--- config.mk ---
export PLATFORM = sky130hd
export DESIGN_NAME = vga_out
export DESIGN_NICKNAME = d
export VERILOG_FILES = /design/src/rtl/vga_out.sv
export SDC_FILE = /design/constraint.sdc
export NUM_CORES = 1
export LEC_CHECK = 0
export ABC_AREA = 1
export CORE_AREA = 2 2 117 119
export CTS_BUF_LIST = sky130_fd_sc_hd__clkbuf_8
export DETAILED_ROUTE_END_ITERATION = 16
export DIE_AREA = 0 0 119 121
export GPL_TIMING_DRIVEN = 0
export PLACE_DENSITY = 0.78
export REMOVE_ABC_BUFFERS = 1
export SLEW_MARGIN = 20
export SYNTH_ARGS = -nofsm -noshare
export SYNTH_HDL_FRONTEND = slang
export SYNTH_SLANG_ARGS = --single-unit
--- constraint.sdc ---
create_clock -name clk -period 4.4 [get_ports clk]
set_input_delay 0.88 -clock clk [delete_from_list [all_inputs] [get_ports clk]]
set_output_delay 0.88 -clock clk [all_outputs]
set_load 0.005 [all_outputs]
--- src/rtl/vga_out.sv ---
// vga_out: 640x480 @60 Hz VGA scan-out engine (25 MHz pixel clock).
//
// A logical 160x120 RGB332 image is fetched from shared SRAM one 32-bit word
// (four logical pixels) at a time. Each logical pixel is shown as a 4x4 block.
// Two word buffers are used. current_word is on screen, and next_word is
// prefetched during the previous 16-pixel slot.
//
// Ports:
//   clk                in   25 MHz pixel clock
//   nrst               in   asynchronous active-low reset
//   SRAM_data_in[31:0] in   read data, byte 0 = leftmost pixel of the word
//   SRAM_busy          in   high while the SRAM is servicing a request
//   data_en            out  one-cycle read request strobe
//   h_out / v_out      out  HSYNC / VSYNC, active low
//   pixel_data[7:0]    out  RGB332 {R[2:0],G[2:0],B[1:0]}
//   word_address_dest  out  SRAM word address of the current request
//   byte_select[3:0]   out  4'b1111 while data_en=1, else 4'b0000
//   VGA_state[1:0]     out  fetch FSM state (0 IDLE,1 REQUEST,2 WAIT,3 LATCH)
//
// Build option: define VGA_OUT_TEST_PATTERN_EN to replace SRAM scan-out with an
// XOR test pattern. In that build no SRAM requests are issued.

module vga_out #(
  parameter logic [31:0] FB_BASE_ADDR  = 32'h0000_0000,
  parameter logic [31:0] WORDS_PER_ROW = 32'd40
) (
  input  logic        clk,
  input  logic        nrst,
  input  logic [31:0] SRAM_data_in,
  input  logic        SRAM_busy,
  output logic        data_en,
  output logic        h_out,
  output logic        v_out,
  output logic [7:0]  pixel_data,
  output logic [31:0] word_address_dest,
  output logic [3:0]  byte_select,
  output logic [1:0]  VGA_state
);

  localparam logic [9:0] H_VISIBLE      = 10'd640;
  localparam logic [9:0] H_SYNC_START   = 10'd656;
  localparam logic [9:0] H_SYNC_END     = 10'd751;
  localparam logic [9:0] H_LAST         = 10'd799;
  localparam logic [9:0] H_PREFETCH_END = 10'd624;
  localparam logic [9:0] H_NEXT_LINE    = 10'd784;
  localparam logic [9:0] V_VISIBLE      = 10'd480;
  localparam logic [9:0] V_SYNC_START   = 10'd490;
  localparam logic [9:0] V_SYNC_END     = 10'd491;
  localparam logic [9:0] V_LAST         = 10'd524;

  typedef enum logic [1:0] {
    ST_IDLE    = 2'd0,
    ST_REQUEST = 2'd1,
    ST_WAIT    = 2'd2,
    ST_LATCH   = 2'd3
  } state_t;

  state_t      state_r;
  state_t      state_next_s;
  logic [9:0]  h_cnt_r;
  logic [9:0]  v_cnt_r;
  logic [9:0]  v_next_s;
  logic        swap_s;
  logic        active_s;
  logic        h_sync_s;
  logic        v_sync_s;
  logic        trig_s;
  logic [6:0]  fetch_row_s;
  logic [5:0]  fetch_word_s;
  logic [31:0] fetch_addr_s;
  logic [31:0] fetch_data_r;
  logic [31:0] current_word_r;
  logic [31:0] next_word_r;
  logic        next_valid_r;
  logic        discard_r;
  logic [31:0] display_word_s;
  logic [7:0]  lane_pix_s;
  logic [7:0]  pix_src_s;

  assign v_next_s     = (v_cnt_r == V_LAST) ? 10'd0 : (v_cnt_r + 10'd1);
  assign swap_s       = (h_cnt_r[3:0] == 4'd0);
  assign active_s     = (h_cnt_r < H_VISIBLE) && (v_cnt_r < V_VISIBLE);
  assign h_sync_s     = (h_cnt_r >= H_SYNC_START) && (h_cnt_r <= H_SYNC_END);
  assign v_sync_s     = (v_cnt_r >= V_SYNC_START) && (v_cnt_r <= V_SYNC_END);
  assign fetch_addr_s = FB_BASE_ADDR + ({25'd0, fetch_row_s} * WORDS_PER_ROW)
                        + {26'd0, fetch_word_s};

  // Horizontal / vertical scan counters.
  always_ff @(posedge clk or negedge nrst) begin
    if (!nrst) begin
      h_cnt_r <= 10'd0;
      v_cnt_r <= 10'd0;
    end else if (h_cnt_r == H_LAST) begin
      h_cnt_r <= 10'd0;
      v_cnt_r <= v_next_s;
    end else begin
      h_cnt_r <= h_cnt_r + 10'd1;
    end
  end

  // Prefetch trigger: the next word of this line, or word 0 of the next line at h=784.
  always_comb begin
    trig_s       = 1'b0;
    fetch_row_s  = 7'd0;
    fetch_word_s = 6'd0;
    if (swap_s) begin
      if ((h_cnt_r < H_PREFETCH_END) && (v_cnt_r < V_VISIBLE)) begin
        trig_s       = 1'b1;
        fetch_row_s  = v_cnt_r[8:2];
        fetch_word_s = h_cnt_r[9:4] + 6'd1;
      end else if ((h_cnt_r == H_NEXT_LINE) && (v_next_s < V_VISIBLE)) begin
        trig_s       = 1'b1;
        fetch_row_s  = v_next_s[8:2];
        fetch_word_s = 6'd0;
      end else begin
        trig_s = 1'b0;
      end
    end else begin
      trig_s = 1'b0;
    end
`ifdef VGA_OUT_TEST_PATTERN_EN
    trig_s = 1'b0;
`endif
  end

  // Fetch FSM next-state logic. WAIT holds until the SRAM drops busy.
  always_comb begin
    state_next_s = state_r;
    case (state_r)
      ST_IDLE: begin
        if (trig_s) state_next_s = ST_REQUEST;
        else        state_next_s = ST_IDLE;
      end
      ST_REQUEST: state_next_s = ST_WAIT;
      ST_WAIT: begin
        if (!SRAM_busy) state_next_s = ST_LATCH;
        else            state_next_s = ST_WAIT;
      end
      ST_LATCH: state_next_s = ST_IDLE;
      default:  state_next_s = ST_IDLE;
    endcase
  end

  // Fetch FSM state register.
  always_ff @(posedge clk or negedge nrst) begin
    if (!nrst) state_r <= ST_IDLE;
    else       state_r <= state_next_s;
  end

  // SRAM request outputs and read-data capture.
  always_ff @(posedge clk or negedge nrst) begin
    if (!nrst) begin
      data_en           <= 1'b0;
      byte_select       <= 4'b0000;
      word_address_dest <= 32'd0;
      fetch_data_r      <= 32'd0;
    end else begin
      data_en     <= (state_next_s == ST_REQUEST);
      byte_select <= (state_next_s == ST_REQUEST) ? 4'b1111 : 4'b0000;
      if ((state_r == ST_IDLE) && trig_s) begin
        word_address_dest <= fetch_addr_s;
      end else begin
        word_address_dest <= word_address_dest;
      end
      if ((state_r == ST_WAIT) && !SRAM_busy) begin
        fetch_data_r <= SRAM_data_in;
      end else begin
        fetch_data_r <= fetch_data_r;
      end
    end
  end

  // Word buffers. A fetch still in flight at a swap point has missed its slot.
  // Its data is dropped instead of being shown one slot late.
  always_ff @(posedge clk or negedge nrst) begin
    if (!nrst) begin
      current_word_r <= 32'd0;
      next_word_r    <= 32'd0;
      next_valid_r   <= 1'b0;
      discard_r      <= 1'b0;
    end else if (swap_s) begin
      current_word_r <= next_valid_r ? next_word_r : 32'd0;
      next_valid_r   <= 1'b0;
      discard_r      <= (state_r == ST_REQUEST) || (state_r == ST_WAIT);
    end else if (state_r == ST_LATCH) begin
      if (!discard_r) begin
        next_word_r  <= fetch_data_r;
        next_valid_r <= 1'b1;
      end else begin
        next_valid_r <= next_valid_r;
      end
      discard_r <= 1'b0;
    end else begin
      discard_r <= discard_r;
    end
  end

  // Pixel source. At a swap point the incoming word is selected directly, so
  // the first pixel of each slot is not taken from the old word.
  always_comb begin
    display_word_s = current_word_r;
    if (swap_s) begin
      if (next_valid_r) display_word_s = next_word_r;
      else              display_word_s = 32'd0;
    end else begin
      display_word_s = current_word_r;
    end
    case (h_cnt_r[3:2])
      2'd0:    lane_pix_s = display_word_s[7:0];
      2'd1:    lane_pix_s = display_word_s[15:8];
      2'd2:    lane_pix_s = display_word_s[23:16];
      2'd3:    lane_pix_s = display_word_s[31:24];
      default: lane_pix_s = 8'd0;
    endcase
`ifdef VGA_OUT_TEST_PATTERN_EN
    pix_src_s = h_cnt_r[9:2] ^ v_cnt_r[9:2];
`else
    pix_src_s = lane_pix_s;
`endif
  end

  // Sync and pixel outputs, registered from the same counter values.
  always_ff @(posedge clk or negedge nrst) begin
    if (!nrst) begin
      h_out      <= 1'b1;
      v_out      <= 1'b1;
      pixel_data <= 8'd0;
    end else begin
      h_out      <= ~h_sync_s;
      v_out      <= ~v_sync_s;
      pixel_data <= active_s ? pix_src_s : 8'd0;
    end
  end

  assign VGA_state = state_r;

endmodule

== Yosys cells after proc, flatten, opt, wreduce, memory -nomap -nowiden ==
Index checks and enable logic that the tools add are counted.

* Reductions and logical operators: 15
* Bitwise gates (word level): 4
* Magnitude comparators: 8
* Equal/unequal tests: 11
* Muxes and demuxes: 23
* Multiply operators: 1
* Add/sub/neg operators: 4

{| class="wikitable"
|+ Operator list
! operator !! number
|-
| 32-bit two-way mux || 2
|-
| 8-bit case mux with 4 select lines || 1
|-
| 10-bit equality test, second input constant || 3
|-
| 7-bit two-way mux || 3
|-
| 10-bit by 1-bit adder with 10-bit output, second input constant || 2
|-
| 10-bit less-than comparator, second input constant || 2
|-
| 10-bit by 9-bit less-than comparator with 1-bit output, second input constant || 2
|-
| 10-bit two-way mux || 2
|-
| 13-bit by 6-bit adder with 14-bit output || 1
|-
| 6-bit two-way mux || 2
|-
| 10-bit greater-or-equal comparator, second input constant || 1
|-
| 10-bit by 9-bit greater-or-equal comparator with 1-bit output, second input constant || 1
|-
| 10-bit less-or-equal comparator, second input constant || 1
|-
| 10-bit by 9-bit less-or-equal comparator with 1-bit output, second input constant || 1
|-
| 7-bit by 3-bit multiplier with 10-bit output, second input constant || 1
|-
| 1-bit two-way mux || 10
|-
| 2-bit equality test, second input constant || 4
|-
| 8-bit two-way mux || 1
|-
| 2-bit case mux with 4 select lines || 1
|-
| 1-bit logical AND || 7
|-
| 6-bit by 1-bit adder with 6-bit output, second input constant || 1
|-
| 2-bit by 1-bit equality test with 1-bit output, second input constant || 3
|-
| 2-bit logical NOT || 2
|-
| 4-bit logical NOT || 1
|-
| 8 further kinds || 11
|}

* Input port bits: 35
* Output and inout bits: 49
* Bits in registers: 167
* Word-level logic and storage cells: 80

== Longest topological paths before layout ==
Gate-level depths: netlist of run 1.

* Word-level depth: 11
* Mapped depth: 29
* Mapped depth without buffers: 29

== Worst setup path before layout of run 1 ==
Ideal clock, no wire load.

* Kind: register to register
* From: register v_cnt_r[1]
* To: register word_address_dest[12]
* Period minus slack after synthesis: 3233 ps
* Stages on the path, launching flop included: 26
* Data required time: 4284 ps
* Setup time: 116 ps
* Arrival time: 3117 ps
* Path buffers: 0
* Path slack: 1167 ps
* Cell sequence: dfrtp_1 > ha_1 > nand2_1 > inv_1 > nand3_1 > nand2_1 > nor2_1 > nand3_1 > nand2_2 > nand2_4 > and2_1 > inv_2 > nor2_4 > nor2_1 > ha_1 > inv_1 > fa_1 > o21ai_0 > xor2_1 > inv_1 > nand3_1 > nor2_1 > nand3_1 > nand2_1 > nand2_1 > nand2_1

* Longest elaborated chain between the ends: 9
* Elaborated cells between the ends (all ways): 18
* Classes of those cells: add/sub: 2; mul: 1; order compare: 2; eq/ne: 1; mux: 9; reduce/logical: 3

{| class="wikitable"
|+ RTL lines
! what !! line !! text
|-
| from (decl) || 61 || <nowiki>logic [9:0] v_cnt_r;</nowiki>
|-
| from (signal assigned) || 95 || <nowiki>v_cnt_r <= v_next_s;</nowiki>
|-
| 10-bit by 1-bit adder with 10-bit output or 10-bit equality test (tied branches) || 80 || <nowiki>assign v_next_s = (v_cnt_r == V_LAST) ? 10'd0 : (v_cnt_r + 10'd1);</nowiki>
|-
| 10-bit two-way mux || 80 ||
|-
| 10-bit by 9-bit less-than comparator with 1-bit output || 111 || <nowiki>end else if ((h_cnt_r == H_NEXT_LINE) && (v_next_s < V_VISIBLE)) begin</nowiki>
|-
| 1-bit logical AND || 111 ||
|-
| 7-bit two-way mux || 111 ||
|-
| 7-bit two-way mux || 107 || <nowiki>if ((h_cnt_r < H_PREFETCH_END) && (v_cnt_r < V_VISIBLE)) begin</nowiki>
|-
| 7-bit two-way mux || 106 || <nowiki>if (swap_s) begin</nowiki>
|-
| 7-bit by 3-bit multiplier with 10-bit output || 85 || <nowiki>assign fetch_addr_s = FB_BASE_ADDR + ({25'd0, fetch_row_s} * WORDS_PER_ROW)</nowiki>
|-
| 13-bit by 6-bit adder with 14-bit output || 86 || <nowiki>+ {26'd0, fetch_word_s};</nowiki>
|-
| to (signal assigned) || 161 || <nowiki>word_address_dest <= fetch_addr_s;</nowiki>
|-
| to (signal assigned) || 163 || <nowiki>word_address_dest <= word_address_dest;</nowiki>
|-
| to (decl) || 35 || <nowiki>output logic [31:0] word_address_dest,</nowiki>
|}

Several ways; a longest one is shown, not always the timed one.
A chain may end at the register's enable or synchronous reset.

== Final worst setup path of run 1 ==
* From: register h_cnt_r[4]
* To: register word_address_dest[12]

* Longest elaborated chain between the ends: 7
* Elaborated cells between the ends (all ways): 16
* Classes of those cells: add/sub: 2; mul: 1; order compare: 1; eq/ne: 1; mux: 8; reduce/logical: 3

{| class="wikitable"
|+ RTL lines
! what !! line !! text
|-
| from (decl) || 60 || <nowiki>logic [9:0] h_cnt_r;</nowiki>
|-
| from (signal assigned) || 97 || <nowiki>h_cnt_r <= h_cnt_r + 10'd1;</nowiki>
|-
| branches (longest 7 deep; another with 13-bit by 6-bit adder with 14-bit output) || n/a ||
|}

Parallel ways; which one is timed is not known.

==> key figures, run 1 <==
Status
  • Status: complete, no violations

Floorplanning
  • Die area: 0.0144 mm^2
  • Die extent in x: around 120 um
  • DIE HEIGHT: 121 um
  • # rows: 42
  • Core Box Area: 0.0131 mm^2
  • IO Pins: 84
  • Starting density of the core: a little over half

STA
  • Max Slew Vio Count: 0
  • RSZ-0062 raised after global routing: false
  • Worst Max-Slew Pin Slew: between 1 and 1.5 ns
  • Setup slack after layout: 0.513 ns
  • Final Hold Viols: 0
  • Period minus WS final: 3.89 ns
  • Slew HR: 27.7%
  • Maximum clock rate: 0.257 GHz
  • Final period util: 88.3%
  • # setup viols final: 0
  • Final clock skew: 0.0121 ns
  • Setup TNS: 0 ns

GRT
  • Total track usage: 21.2%
  • GRT overflow: 0
  • Largest net degree at the start of global routing: 86
  • Vias in the first global route: 5303
  • Global-route wire length before repair: 24500 um
  • Initial antenna violation count: 0

Setup path
  • Most used cell, CP: nand2_1
  • CP required: ~4.7 ns
  • WP depth: 26
  • Reg2reg path depth: 26
  • Worst Setup Path Type: reg -> reg
  • Critical Path Source Type: flip-flop
  • Family with the most delay on the worst path: simple AND/OR/NAND/NOR gates
  • Slowest stage delay, CP: 0.46 ns
  • Crit. End Element: flip-flop
  • Critical Path Start: h_cnt_r[4]$_DFF_PN0_
  • Crit-path max FO: 6
  • CP arrival: approximately 4.2 ns
  • CP bufs+invs: 3
  • Slowest CP cell: dfrtp_1
  • R2R Path Start: h_cnt_r[4]$_DFF_PN0_

Clock network
  • CTS Root Cell: clkbuf_8
  • Number of gates resized after cts: 0
  • Skew-Pair Late Insertion Delay: 0.45 ns
  • CTS Sinks: approximately 150
  • H-Tree Depth: 4
  • Clock-pin slew on the worst setup and hold paths: 0.09 ns
  • Num CTS Buffers: 17
  • Cts hold-fix bufs: 0
  • Clock tree from TritonCTS: done
  • Postcts setup bufs: 0
  • Max Root-Sink Buffers: 2

Power
  • Worst VDD drop: 0.346 mV
  • Power per cell area: 471 mW/mm^2
  • Leakage: around 4 nW
  • Int Pwr: 0.00268 W
  • Sw Share: 31.1%
  • Combinational cell fraction of total power: 22.2%
  • Seq pwr share: 50.8%
  • Total net switching power: 0.00121 W
  • Clock power frac: 27.0%

Yosys
  • Post-synthesis cell type count: 46
  • Synth Area in XOR/XNOR: 0.859%
  • Mapped Cells: about 870
  • Post-synth ARST share: 100%
  • Synth Area in Simple Gates: 25.2%
  • Synthesized area: roughly 0.007 mm^2
  • Synth area leader: dfrtp_1
  • Register area share after synthesis: 50.9%
  • Main flop type after synthesis: dfrtp_1
  • Synth top area share: 50.2%
  • Yosys reg bits: 145
  • Mean post-synth cell area: 8.25 um^2
  • Yosys warns: 0
  • Synth top area cells: dfrtp_1 50%, nand2_1 16%, o21ai_0 6.5%, ha_1 4.0%, inv_1 4.0%
  • Post-synthesis compound-gate area fraction: 9.68%
  • Largest family of logic cells by synthesized area: simple AND/OR/NAND/NOR gates
  • EDFF count, synth: 0
  • Mux share of post-synthesis cell area: 0%
  • Post-Synth Adder-Cell Area: 4.32%

Hold path
  • HP Class: in -> async

Placement
  • Placed wire-length estimate: 9730 um
  • Port bufs: 65
  • Setup WS pre-CTS: 0.185 ns
  • Cells after DPL: 1075
  • Placer Congestion: between 0.8 and 0.9

Route
  • First-pass DRT Iterations: 5
  • Vias per inst: 4.97
  • Total Routed Length: 14200 um
  • Detail Route Antenna Nets: 0
  • Vias: 5500
  • DR WL/cell: 12.8 um
  • DRC violations left: 0
  • DR iter-0 viols: 309

Cells and area
  • Layout cell share with drive strength beyond 1: between 8 and 9%
  • Finished Layout Cells: roughly 1100
  • Layout Nets: 977
  • P&R area growth vs syn: 15.7%
  • Ant diodes: 0

Run
  • Max-cap violation count: 0
[final timing paths]
check,end,slack [ns]
setup / recovery,word_address_dest[12]$_DFFE_PN0P_,0.51
hold / removal,fetch_data_r[27]$_DFFE_PN0P_,0.33
setup reg to reg,word_address_dest[12]$_DFFE_PN0P_,0.51
hold reg to reg,fetch_data_r[30]$_DFFE_PN0P_,0.47
max in group asynchronous,h_out$_DFF_PN1_,3.26
min in group clk,fetch_data_r[30]$_DFFE_PN0P_,0.47
[layer usage]
metal | vias up | wire, um | track usage (%)
met5 | - | 0 | 0
met4 | 0 | 210 | 7.51
met3 | 22 | 615 | 4.51
met2 | 138 | 6370 | 32.8
met1 | 2541 | 6980 | 29.8
li1 | 2799 | - | -
[logic make-up after synthesis]
| logic type | count (synthesis) |
|---|---|
| AOI/OAI and AO/OA | 127 |
| and+or+nand+nor | 423 |
| buffers and inverters | 138 |
| DFF | 145 |
| xor gates and xnor gates | 7 |
| other | 1 |
| adders and majority gates | 24 |
[power groups by stage]
| stage | logic [W] | registers, W | clock network [W] |
|---|---|---|---|
| floorplan | 0.000505 | 0.00195 | 0 |
| global placement | 0.000817 | 0.00198 | 0 |
| detailed placement | 0.000870 | 0.00200 | 0 |
| CTS | 0.000879 | 0.00197 | 0.00106 |
| global route | 0.00100 | 0.00203 | 0.00112 |
| finish | 0.000863 | 0.00197 | 0.00105 |
[area by class of cell]
cell class	count	area, um^2
clock buffer	19	262
clock inverter	12	133
fill	1118	4830
inverter	87	348
multi-input combinational	599	2950
sequential	145	3630
tap	176	220
timing repair buffer	68	711
[cells in the mapped netlist (2+ instances only)]
library cell / number
a211oi_1: 3
a21oi_1: 10
a31oi_1: 9
buf_2: 3
buf_4: 23
buf_6: 2
clkbuf_1: 22
clkinv_1: 2
dfrtp_1: 143
dfstp_2: 2
ha_1: 23
inv_1: 76
inv_2: 7
nand2_1: 311
nand2_2: 11
nand2_4: 2
nand3_1: 27
nand3_2: 8
nor2_1: 43
nor2_2: 3
nor2_4: 3
nor3_1: 7
nor3_2: 2
o21ai_0: 93
o21ai_1: 2
o22ai_1: 2
o32ai_1: 2
xnor2_1: 2
xor2_1: 5
[worst reg2reg max path: cells and delay by family, from the launching register on]
kind,cells,cell delay [ns]
AND/OR/NAND/NOR,18,1.66
AO/OA/AOI/OAI,3,0.85
adder cells (fa/ha/maj),2,0.59
buffers and inverters,3,0.21
flip-flops,1,0.46
[sequential cells by signal, summed over array words and instances, names as in the netlist, 2 cells and up]
signal,cells
pixel_data,8
next_word_r,32
v_cnt_r,10
fetch_data_r,32
VGA_state,2
h_cnt_r,10
word_address_dest,14
current_word_r,32
[layout by cell type, fill, tap and decap left out, types with 2 or more instances in the layout]
master	n
nor2_4	4
inv_6	3
dfrtp_1	143
a31oi_1	9
o22ai_1	2
nand3_2	8
clkinv_1	2
nand2_2	10
inv_2	7
bufinv_16	2
xor2_1	5
nor3_1	6
nand3_1	27
o21ai_1	2
o21ai_0	93
clkinv_4	2
clkbuf_8	19
conb_1	18
clkinv_2	2
nor2_2	4
dfstp_2	2
inv_8	2
o32ai_1	2
nor3_2	3
nand2_1	311
nand2_4	2
clkdlybuf4s50_1	64
nor2_1	41
a211oi_1	3
ha_1	23
xnor2_1	2
inv_1	78
a21oi_1	10
[per-stage QoR]
step | total power [W] | hold slack, ns | instance area (um^2) | utilization (%)
after floorplan | 0.00245 | 0.442 | 6900 | -
after global placement | 0.00280 | 0.455 | 7770 | 59.4
after detailed placement | 0.00287 | 0.458 | 7840 | 59.9
after CTS | 0.00391 | 0.354 | 8240 | 63.0
after global routing | 0.00415 | 0.363 | 8250 | 63.1
final | 0.00388 | 0.335 | 8250 | 63.1
(Power assumes the default switching activity.)
==> inputs of run 2 (changes only) <==
CORE_AREA = 2 2 158 160   (was 2 2 117 119)
CTS_CLUSTER_DIAMETER = 80   (was not set)
DIE_AREA = 0 0 160 162   (was 0 0 119 121)
PLACE_DENSITY = not set   (was 0.78)
==> run 2 against run 1 <==
Effect of this change:
- final area grew 2.4%
- critical path depth shrank 9
- wire length grew 9.4%
- critical path type unchanged
- critical endpoint is now word_address_dest[10]$_DFFE_PN0P_
- largest cell class unchanged
==> key figures, run 2 (synthesized netlist as in run 1, its figures left out) <==
Status
  • Status: complete, no violations

GRT
  • Initial antenna violation count: 0 (unchanged)
  • Vias in the first global route: 5315 (+0.23%)
  • Largest net degree at the start of global routing: 84 (-2.3%)
  • GRT overflow: 0 (unchanged)
  • Global-route wire length before repair: 26300 um (+7.4%)
  • Total track usage: 12.5% (-8.7 points)

Floorplanning
  • Die area: 0.0259 mm^2 (+80%)
  • Starting density of the core: 29.6% (-25 points)
  • # rows: 57 (+36%)
  • IO Pins: 84 (unchanged)
  • Core Box Area: 0.0241 mm^2 (+84%)
  • Die extent in x: 160 um (+34%)
  • DIE HEIGHT: 162 um (+34%)

Cells and area
  • Layout Nets: 977 (unchanged)
  • Largest regs: current_word_r x32, fetch_data_r x32, next_word_r x32
  • Fill count: 2558 (+130%)
  • P&R area growth vs syn: 18.5%
  • Layout cell share with drive strength beyond 1: 8.70% (+0.21 points)
  • Leading cell type in the layout, fill and taps excluded: nand2_1
  • Ant diodes: 0 (unchanged)
  • Most frequent cells in the layout: 311 x nand2_1, 142 x dfrtp_1, 93 x o21ai_0, 77 x inv_1, 64 x clkdlybuf4s50_1

STA
  • # setup viols final: 0 (unchanged)
  • RSZ-0062 raised after global routing: false
  • Final period util: 90.3% (+2.0 points)
  • Worst Max-Slew Pin Slew: 0.849 ns (-0.236 ns)
  • Final clock skew: 0.0136 ns (+0.00153 ns)
  • Maximum clock rate: 0.252 GHz (-2.2%)
  • Period minus WS final: 3.97 ns (+0.0869 ns)
  • Final Hold Viols: 0 (unchanged)
  • Max Slew Vio Count: 0 (unchanged)
  • Slew HR: 43.2% (+16 points)
  • Worst hold slack: 0.368 ns (+0.0328 ns)
  • Setup TNS: 0 ns (unchanged)

Placement
  • Placed wire-length estimate: 10900 um (+13%)
  • Placer Congestion: 0.827 (-3.4%)
  • Port bufs: 65 (unchanged)

Clock network
  • Skew-Pair Late Insertion Delay: 0.45 ns (about the same)
  • Clock tree from TritonCTS: done
  • Clock-pin slew on the worst setup and hold paths: 0.08 ns (about the same)
  • Max Root-Sink Buffers: 2 (unchanged)
  • H-Tree Depth: 4 (unchanged)
  • Num CTS Buffers: 17 (unchanged)
  • CTS Root Cell: clkbuf_8
  • CTS Sinks: 145 (unchanged)
  • Cts hold-fix bufs: 0 (unchanged)

Setup path
  • Critical Path Source Type: flip-flop
  • Worst Setup Path Type: reg -> reg
  • CP arrival: 4.31 ns (+0.08 ns)
  • Crit. End Element: flip-flop
  • Crit-path max FO: 70 (+64)
  • CP required: 4.74 ns (about the same)

Run
  • Max-cap violation count: 0 (unchanged)

Route
  • Met3 Routed Length: 460 um (-25%)
  • Routed wl met2: 7070 um (+11%)
  • Vias per inst: 4.28 (-14%)
  • DRC violations left: 0 (unchanged)
  • Max layer used: met4
  • Total Routed Length: 15500 um (+9.4%)
  • Detail Route Antenna Nets: 0 (unchanged)
  • Metal-1 WL: 7740 um (+11%)
  • Vias: 5368 (-2.4%)
  • First-pass DRT Iterations: 6 (+1)
  • DR iter-0 viols: 395 (+28%)
  • DR WL/cell: 12.4 um (-3.6%)

Power
  • Power per cell area: 462 mW/mm^2 (-1.9%)
  • Worst VDD drop: 0.198 mV (-43%)
  • Tot Pwr: 0.00390 W (+0.53%)
  • Leakage: 4.01 nW (about the same)

Hold path
  • HP Class: in -> async
[run 2: cell types whose count changed in the layout (fill, tap and decap cells not counted)]
cell / change
clkinvlp_4: +1
inv_1: -1
dfrtp_2: +1
clkinv_4: +1
clkbuf_8: -1
inv_8: +1
dfrtp_1: -1
buf_16: +1
buf_12: -1
nor2_1: +1
nor2_2: -1
[run 2: routing by layer]
metal  up-vias  global-route usage (%)
li1       2793                       -
met1      2487                    16.8
met2        71                    20.0
met3        17                    2.94
met4         0                    4.18
met5         -                       0
[run 2: final timing paths]
| path | from | depth (start not counted) | slack [ns] | end |
|---|---|---|---|---|
| max | h_cnt_r[2]$_DFF_PN0_ | 17 | 0.43 | word_address_dest[10]$_DFFE_PN0P_ |
| min | nrst | 1 | 0.37 | fetch_data_r[10]$_DFFE_PN0P_ |
| max reg2reg | h_cnt_r[2]$_DFF_PN0_ | 17 | 0.43 | word_address_dest[10]$_DFFE_PN0P_ |
| min reg2reg | fetch_data_r[30]$_DFFE_PN0P_ | 2 | 0.47 | fetch_data_r[30]$_DFFE_PN0P_ |
| max in group asynchronous | nrst | 2 | 3.22 | h_out$_DFF_PN1_ |
| min in group clk | fetch_data_r[30]$_DFFE_PN0P_ | 2 | 0.47 | fetch_data_r[30]$_DFFE_PN0P_ |
[run 2: final cells by class]
cell class | instances | area [um^2] | area share (%)
clock buffer | 18 | 248 | 2.93
clock inverter | 14 | 156 | 1.85
inverter | 87 | 348 | 4.11
multi-input combinational | 599 | 2950 | 34.9
sequential | 145 | 3630 | 43.0
tap | 324 | 405 | 4.79
timing repair buffer | 68 | 718 | 8.49
[run 2: worst max-delay path, stage by stage (launching register included)]
cell and delay (ns):
dfrtp_1 0.45, nor2_1 0.36, nand2_8 0.31, nor2_1 0.18
nand2_1 0.07, inv_2 0.05, nand2_2 0.06, o32ai_1 0.47
ha_1 0.25, ha_1 0.14, inv_1 0.06, fa_1 0.39
xnor2_1 0.27, inv_1 0.12, nor4_1 0.37, nand3_1 0.13
nand3_1 0.09, nand2_1 0.05
[run 2: per-stage QoR]
stage | std cells | setup slack (ns) | util, % | cell area [um^2]
after floorplan | 831 | 0.881 | - | 6900
after global placement | 1220 | -3.54 | 33.0 | 7960
after detailed placement | 1223 | 0.149 | 33.3 | 8040
after CTS | 1255 | 0.114 | 35.0 | 8440
after global routing | 1255 | 0.00813 | 35.1 | 8460
final | 1255 | 0.426 | 35.1 | 8460
[run 2: power breakdown]
part	internal, W	switching [W]	leakage [nW]	total (W)
logic	0.000374	0.000496	1.92	0.000869
registers	0.00177	0.000187	1.88	0.00196
clock network	0.000530	0.000547	0.209	0.00108
[run 2: repair_timing]
item,in CTS,in global routing
buffers inserted,0,0
setup endpoints to repair,0,4
gates resized for setup,0,1
hold endpoints to repair,0,0
